## config.mk

```make
export PLATFORM = sky130hd
export DESIGN_NAME = hist_peak_stats_flat
export DESIGN_NICKNAME = d
export VERILOG_FILES = /design/src/rtl/hist_peak_stats_if.sv /design/src/rtl/hist_peak_stats.sv /design/src/flat_wrapper.sv
export SDC_FILE = /design/constraint.sdc
export NUM_CORES = 1
export LEC_CHECK = 0
export ABC_AREA = 1
export BUFFER_PORTS_ARGS = -buffer_cell sky130_fd_sc_hd__buf_2
export CAP_MARGIN = 20
export CORE_ASPECT_RATIO = 2
export CORE_MARGIN = 2
export CORE_UTILIZATION = 26
export DETAILED_ROUTE_END_ITERATION = 8
export HOLD_SLACK_MARGIN = 0.12
export PLACE_DENSITY_LB_ADDON = 0.25
export SETUP_SLACK_MARGIN = 0.1
export SLEW_MARGIN = 20
export SYNTH_ARGS = -nofsm -noshare
export SYNTH_HDL_FRONTEND = slang
export SYNTH_SLANG_ARGS = --single-unit
```

## constraint.sdc

```tcl
create_clock -name clk -period 1.7 [get_ports clk]
set_input_delay 0.085 -clock clk [delete_from_list [all_inputs] [get_ports clk]]
set_output_delay 0.085 -clock clk [all_outputs]
set_load 0.02 [all_outputs]
```

## src/rtl/hist_peak_stats_if.sv

```systemverilog
// Bin-count input stream and result-byte output stream of hist_peak_stats.
// The slave modport is the block; the master modport is the surrounding logic that drives it.
interface hist_peak_stats_if;
  logic [7:0] count_in;
  logic       count_valid;
  logic       count_last;
  logic [7:0] out_data;
  logic       out_valid;
  logic       out_ready;
  logic       out_last;
  logic       busy;

  modport slave (
    input  count_in, count_valid, count_last, out_ready,
    output out_data, out_valid, out_last, busy
  );

  modport master (
    output count_in, count_valid, count_last, out_ready,
    input  out_data, out_valid, out_last, busy
  );
endinterface

```

## src/rtl/hist_peak_stats.sv

```systemverilog
// Per-frame peak/sum tracker over a histogram bin-count stream.
// At the end of each frame it emits a 5-byte record over a valid/ready byte port.
//
// state    | meaning
// ---------+---------------------------------------------------------------
// ST_ACCUM | absorbing bin counts, updating peak, sum and index
// ST_EMIT  | presenting record byte byte_sel_q, input beats dropped
module hist_peak_stats (
  input  logic             clk,
  input  logic             rst_n,
  hist_peak_stats_if.slave bus
);

  typedef enum logic {ST_ACCUM = 1'b0, ST_EMIT = 1'b1} state_t;

  state_t      state_q, state_d;
  logic [7:0]  idx_q, idx_d;
  logic [7:0]  peak_idx_q, peak_idx_d;
  logic [7:0]  peak_cnt_q, peak_cnt_d;
  logic [15:0] sum_q, sum_d;
  logic        idx_ovf_q, idx_ovf_d;
  logic        sum_sat_q, sum_sat_d;
  logic [2:0]  byte_sel_q, byte_sel_d;

  logic [16:0] sum_ext;
  logic        handshake;
  logic [7:0]  out_data;
  logic        out_valid;
  logic        out_last;
  logic        busy;

  always_ff @(posedge clk) begin
    if (!rst_n) begin
      state_q    <= ST_ACCUM;
      idx_q      <= 8'd0;
      peak_idx_q <= 8'd0;
      peak_cnt_q <= 8'd0;
      sum_q      <= 16'd0;
      idx_ovf_q  <= 1'b0;
      sum_sat_q  <= 1'b0;
      byte_sel_q <= 3'd0;
    end else begin
      state_q    <= state_d;
      idx_q      <= idx_d;
      peak_idx_q <= peak_idx_d;
      peak_cnt_q <= peak_cnt_d;
      sum_q      <= sum_d;
      idx_ovf_q  <= idx_ovf_d;
      sum_sat_q  <= sum_sat_d;
      byte_sel_q <= byte_sel_d;
    end
  end

  assign handshake = (state_q == ST_EMIT) && bus.out_ready;

  always_comb begin
    state_d    = state_q;
    idx_d      = idx_q;
    peak_idx_d = peak_idx_q;
    peak_cnt_d = peak_cnt_q;
    sum_d      = sum_q;
    idx_ovf_d  = idx_ovf_q;
    sum_sat_d  = sum_sat_q;
    byte_sel_d = byte_sel_q;
    sum_ext    = {1'b0, sum_q} + {9'd0, bus.count_in};

    case (state_q)
      ST_ACCUM: begin
        if (bus.count_valid) begin
          if (sum_ext[16]) begin
            sum_d     = 16'hFFFF;
            sum_sat_d = 1'b1;
          end else begin
            sum_d = sum_ext[15:0];
          end
          // Strict compare so ties keep the earliest bin.
          if (bus.count_in > peak_cnt_q) begin
            peak_cnt_d = bus.count_in;
            peak_idx_d = idx_q;
          end
          if (idx_q == 8'hFF) begin
            idx_ovf_d = 1'b1;
          end else begin
            idx_d = idx_q + 8'd1;
          end
          if (bus.count_last) begin
            state_d    = ST_EMIT;
            byte_sel_d = 3'd0;
          end
        end
      end
      ST_EMIT: begin
        if (handshake) begin
          if (byte_sel_q == 3'd4) begin
            state_d    = ST_ACCUM;
            idx_d      = 8'd0;
            peak_idx_d = 8'd0;
            peak_cnt_d = 8'd0;
            sum_d      = 16'd0;
            idx_ovf_d  = 1'b0;
            sum_sat_d  = 1'b0;
            byte_sel_d = 3'd0;
          end else begin
            byte_sel_d = byte_sel_q + 3'd1;
          end
        end
      end
      default: state_d = ST_ACCUM;
    endcase
  end

  always_comb begin
    out_data  = 8'h00;
    out_valid = 1'b0;
    out_last  = 1'b0;
    busy      = 1'b0;
    if (state_q == ST_EMIT) begin
      out_valid = 1'b1;
      busy      = 1'b1;
      out_last  = (byte_sel_q == 3'd4);
      case (byte_sel_q)
        3'd0:    out_data = peak_idx_q;
        3'd1:    out_data = peak_cnt_q;
        3'd2:    out_data = sum_q[15:8];
        3'd3:    out_data = sum_q[7:0];
        default: out_data = {6'b0, sum_sat_q, idx_ovf_q};
      endcase
    end
  end

  assign bus.out_data  = out_data;
  assign bus.out_valid = out_valid;
  assign bus.out_last  = out_last;
  assign bus.busy      = busy;

endmodule

```

## src/flat_wrapper.sv

```systemverilog
// flat-port wrapper written by rule: the top's interface ports become plain ports
module hist_peak_stats_flat 
  (clk, rst_n, bus_count_in, bus_count_valid, bus_count_last, bus_out_ready, bus_out_data, bus_out_valid, bus_out_last, bus_busy);
  hist_peak_stats_if bus_i ();
  input  logic clk;
  input  logic rst_n;
  input wire logic [$bits(bus_i.count_in)-1:0] bus_count_in;
  input wire logic [$bits(bus_i.count_valid)-1:0] bus_count_valid;
  input wire logic [$bits(bus_i.count_last)-1:0] bus_count_last;
  input wire logic [$bits(bus_i.out_ready)-1:0] bus_out_ready;
  output wire logic [$bits(bus_i.out_data)-1:0] bus_out_data;
  output wire logic [$bits(bus_i.out_valid)-1:0] bus_out_valid;
  output wire logic [$bits(bus_i.out_last)-1:0] bus_out_last;
  output wire logic [$bits(bus_i.busy)-1:0] bus_busy;
  assign bus_i.count_in = bus_count_in;
  assign bus_i.count_valid = bus_count_valid;
  assign bus_i.count_last = bus_count_last;
  assign bus_i.out_ready = bus_out_ready;
  assign bus_out_data = bus_i.out_data;
  assign bus_out_valid = bus_i.out_valid;
  assign bus_out_last = bus_i.out_last;
  assign bus_busy = bus_i.busy;
  hist_peak_stats u_core (.clk(clk), .rst_n(rst_n), .bus(bus_i));
endmodule
```

==> impl_results.md <==
- Outcome: finished, violations left
- Violations in the final reports: setup timing
- Portion of the post-synthesis area used by sequential elements: 28.41%
- Number of sinks on the clock net: 46
- # H-tree levels: 2
- Ratio of final minimum period to clock period: 106.1%
- Startpoint of the most critical hold path: bus_count_last
- Required time of the critical path: around 1.6 ns
- Syn Nets: 500
- Final RePlAce weighted congestion: between 0.8 and 0.9
- P&R area growth vs syn: 55.35%
- Detailed-placement wirelength estimate: 8.091 mm
- Post-detailed-route wirelength per cell: 16.27 um
- Root Buffer: sky130_fd_sc_hd__clkbuf_16
- Power density over cell area: 724.7 mW/mm^2
- Via count of the first global-routing pass: 3445
- Count of final hold-check violations: 0
- Total die area: between 0.01 and 0.015 sq mm
- RSZ-0062 raised after global routing: yes
- Synth Instances: 464
- Leak: 2.022 nW
- Worst slew margin relative to its limit: 61.28%
- Final number of max-transition violations: 0
- Overall routing resource usage: between 15 and 20%
- Die X-Extent: a little over 80 um
- Number of diodes added for antenna fixing: 0
- CP Buf/Inv Count: 2
- Category of the critical setup timing path: flip-flop to output pin
- Worst-path maximum fanout: 6
- Clock-pin transition on the worst setup and hold timing paths: 0.07 ns
- Post-synthesis async set-or-reset flop share: 0%
- Count of final setup violators: 19
- Number of enable-type register cells in the synthesized netlist: 0
- Initial antenna violation count: 0
- Synth Area per Inst: around 7.0 sq um
- Category of cells accounting for the largest share of critical-path delay: flip-flops
- Fillers: 1240
- Yosys warning count: 0
- Worst setup slack after placement: -0.04764 ns
- Total vias in the final route: ~3500
- Max frequency: 0.5546 GHz
- Final routed wirelength across all metal layers: 11.31 mm
- Capturing element type of the critical path: output pin
- TritonCTS clock tree: built
- Startpoint of the lowest-slack register-to-register path: u_core.sum_q[0]
- Total global routing overflow: 0
- Starting Density: a little over a quarter
- Max-capacitance violation count: 0
- Crit path cell chain: ha_4 -> ha_4 -> buf_6 -> nand2_2 -> o21ai_2 -> a221oi_2 -> nor2_1 -> buf_4
- Type of the tightest min-delay check: primary input to flip-flop
- Cell area after synthesis: ~0.0032 sq mm
- Post-synth cell types: 42
- Final critical-path required period: 1.803 ns
- Maximum number of pins on one net before global-route repair: 27
- First-pass GRT wire length: 17.83 mm
- Floorplan core area: 0.01212 sq mm
- TritonCTS Buffers: 5
- Detailed router's first-iteration violation count: 166
- Clock Path Buffers: 2
- Ys flop type: sky130_fd_sc_hd__dfxtp_1
- Fin worst setup slack: -0.1032 ns
- Max stage delay on crit path: 0.37 ns
- Number of nets still failing antenna checks after routing: 0
- Total number of placement rows: 57
- Leading cell type in the layout, fill and taps excluded: sky130_fd_sc_hd__nand2_1
- Max rail drop VDD: 0.5267 mV
- Number of remaining DRC errors: 0
- Most used cells in the layout excluding fill and tap cells: sky130_fd_sc_hd__nand2_1, sky130_fd_sc_hd__buf_4, sky130_fd_sc_hd__inv_1
- Synth Register Bits: 46
- Count of input and output buffers: 23
- Total Nets Final: 583
- Vias/cell: 4.993
- Worst Path Arrival: 1.72 ns
- Chip height: between 150 and 200 um
- Cell type of the slowest stage on the worst timing path: sky130_fd_sc_hd__dfxtp_4
- Kind of start point of the critical path: flip-flop
- Share of cells above drive strength 1: around 50%
- Worst setup path startpoint: u_core.byte_sel_q[1]
- Pre-antenna DRT Iters: 4
- Most Frequent Cell on Critical Path: sky130_fd_sc_hd__ha_4
- Clk Latency, worst-skew pair: around 0.3 ns
- Final standard cell utilization of the core: between 40% and 50%
- Worst-margin pin slew: 0.5802 ns
- Max Clock Skew: between 0.003 and 0.004 ns
- # IOs: 24
[tightest hold or removal path, stage by stage]
cell and delay (ns):
sky130_fd_sc_hd__buf_2 0.11, sky130_fd_sc_hd__nand2_1 0.05, sky130_fd_sc_hd__o21ai_0 0.06, sky130_fd_sc_hd__nand2_1 0.05, sky130_fd_sc_hd__inv_1 0.04
[timing repair]
item	CTS	global route
cloned	4	0
endpoints found under the hold margin	2	0
setup endpoints to repair	43	48
buffers inserted	11	9
gates resized for setup	113	81
hold buffers	1	0
pin swaps	24	40
[synth_stat cells (2+ instances only)]
master	count	area [sq um]
sky130_fd_sc_hd__nand2_1	124	465.5
sky130_fd_sc_hd__inv_1	55	206.5
sky130_fd_sc_hd__dfxtp_1	46	920.9
sky130_fd_sc_hd__a21oi_1	38	190.2
sky130_fd_sc_hd__nor2_1	28	105.1
sky130_fd_sc_hd__nand3_1	27	135.1
sky130_fd_sc_hd__ha_1	22	275.3
sky130_fd_sc_hd__nand4_1	18	112.6
sky130_fd_sc_hd__o21ai_0	14	70.07
sky130_fd_sc_hd__a21oi_2	12	105.1
sky130_fd_sc_hd__nand3_2	12	120.1
sky130_fd_sc_hd__a221oi_1	8	70.07
sky130_fd_sc_hd__clkbuf_1	6	22.52
sky130_fd_sc_hd__buf_2	5	25.02
sky130_fd_sc_hd__a211oi_1	4	30.03
sky130_fd_sc_hd__nor3_1	4	20.02
sky130_fd_sc_hd__inv_2	3	11.26
sky130_fd_sc_hd__nand2_4	3	33.78
sky130_fd_sc_hd__nor2_2	3	18.77
sky130_fd_sc_hd__xnor2_1	3	26.28
sky130_fd_sc_hd__a31oi_1	2	12.51
sky130_fd_sc_hd__buf_4	2	15.01
sky130_fd_sc_hd__nand2_2	2	12.51
sky130_fd_sc_hd__nand2_8	2	40.04
sky130_fd_sc_hd__o21ai_1	2	10.01
sky130_fd_sc_hd__or2_1	2	12.51
sky130_fd_sc_hd__xor2_1	2	17.52
[metrics by stage]
stage | TNS [ns] | hold slack (ns) | cell area [sq um] | power, mW | instances
after detailed placement | -0.2859 | 0.3387 | 3832 | 1.979 | 662
after global routing | -3.167 | 0.1554 | 5036 | 3.812 | 695
after floorplan | 0 | 0.1826 | 3286 | 1.691 | 464
after CTS | -0.8157 | 0.1229 | 4669 | 3.527 | 686
final | -0.7911 | 0.1228 | 5036 | 3.650 | 695
after global placement | -0.1146 | 0.3366 | 3832 | 1.973 | 662
[final timing paths]
kind / endpoint / cells after the start / slack [ns]
min: u_core.state_q / 5 / 0.12
max: bus_out_data[4] / 8 / -0.10
max reg2reg: u_core.sum_q[5] / 10 / -0.06
min reg2reg: u_core.idx_q[4] / 2 / 0.47
[metal layers]
layer / vias up / global-route usage, % / part of all wire (%) / routed length (um)
li1: 1729 / - / - / -
met1: 1652 / 16.22 / 36 / 4078
met2: 66 / 34.02 / 58 / 6511
met3: 23 / 1.474 / 2.2 / 251
met4: 0 / 8.495 / 4.1 / 465
met5: - / 0 / 0 / 0
[area by class of cell]
| cell class | count | area, sq um | share of cell area, % |
|---|---|---|---|
| clock buffer | 5 | 125.1 | 2.484 |
| inverter | 61 | 252.7 | 5.019 |
| tap | 147 | 183.9 | 3.652 |
| multi-input combinational | 346 | 2760 | 54.81 |
| clock inverter | 3 | 68.82 | 1.366 |
| timing repair buffer | 87 | 698.2 | 13.86 |
| sequential | 46 | 947.2 | 18.81 |
[logic make-up after synthesis]
group / share of synthesized area (%)
buf+inv: 10.42
xor+xnor: 1.351
fa+ha+maj: 9.108
simple gates: 34.50
flops: 28.41
compound gates: 16.21
[flip-flops by register name (all words and copies together) (netlist names)]
register and flops:
u_core.byte_sel_q 3, u_core.idx_ovf_q 1, u_core.idx_q 8, u_core.peak_cnt_q 8
u_core.peak_idx_q 8, u_core.state_q 1, u_core.sum_q 16, u_core.sum_sat_q 1
[where the power goes]
group          internal, mW  switching (mW)  total, mW
combinational         0.514           0.635       1.15
sequential             1.13          0.0555       1.19
clock                 0.846           0.468       1.31
Note: power is estimated with default switching activity, not from simulation.
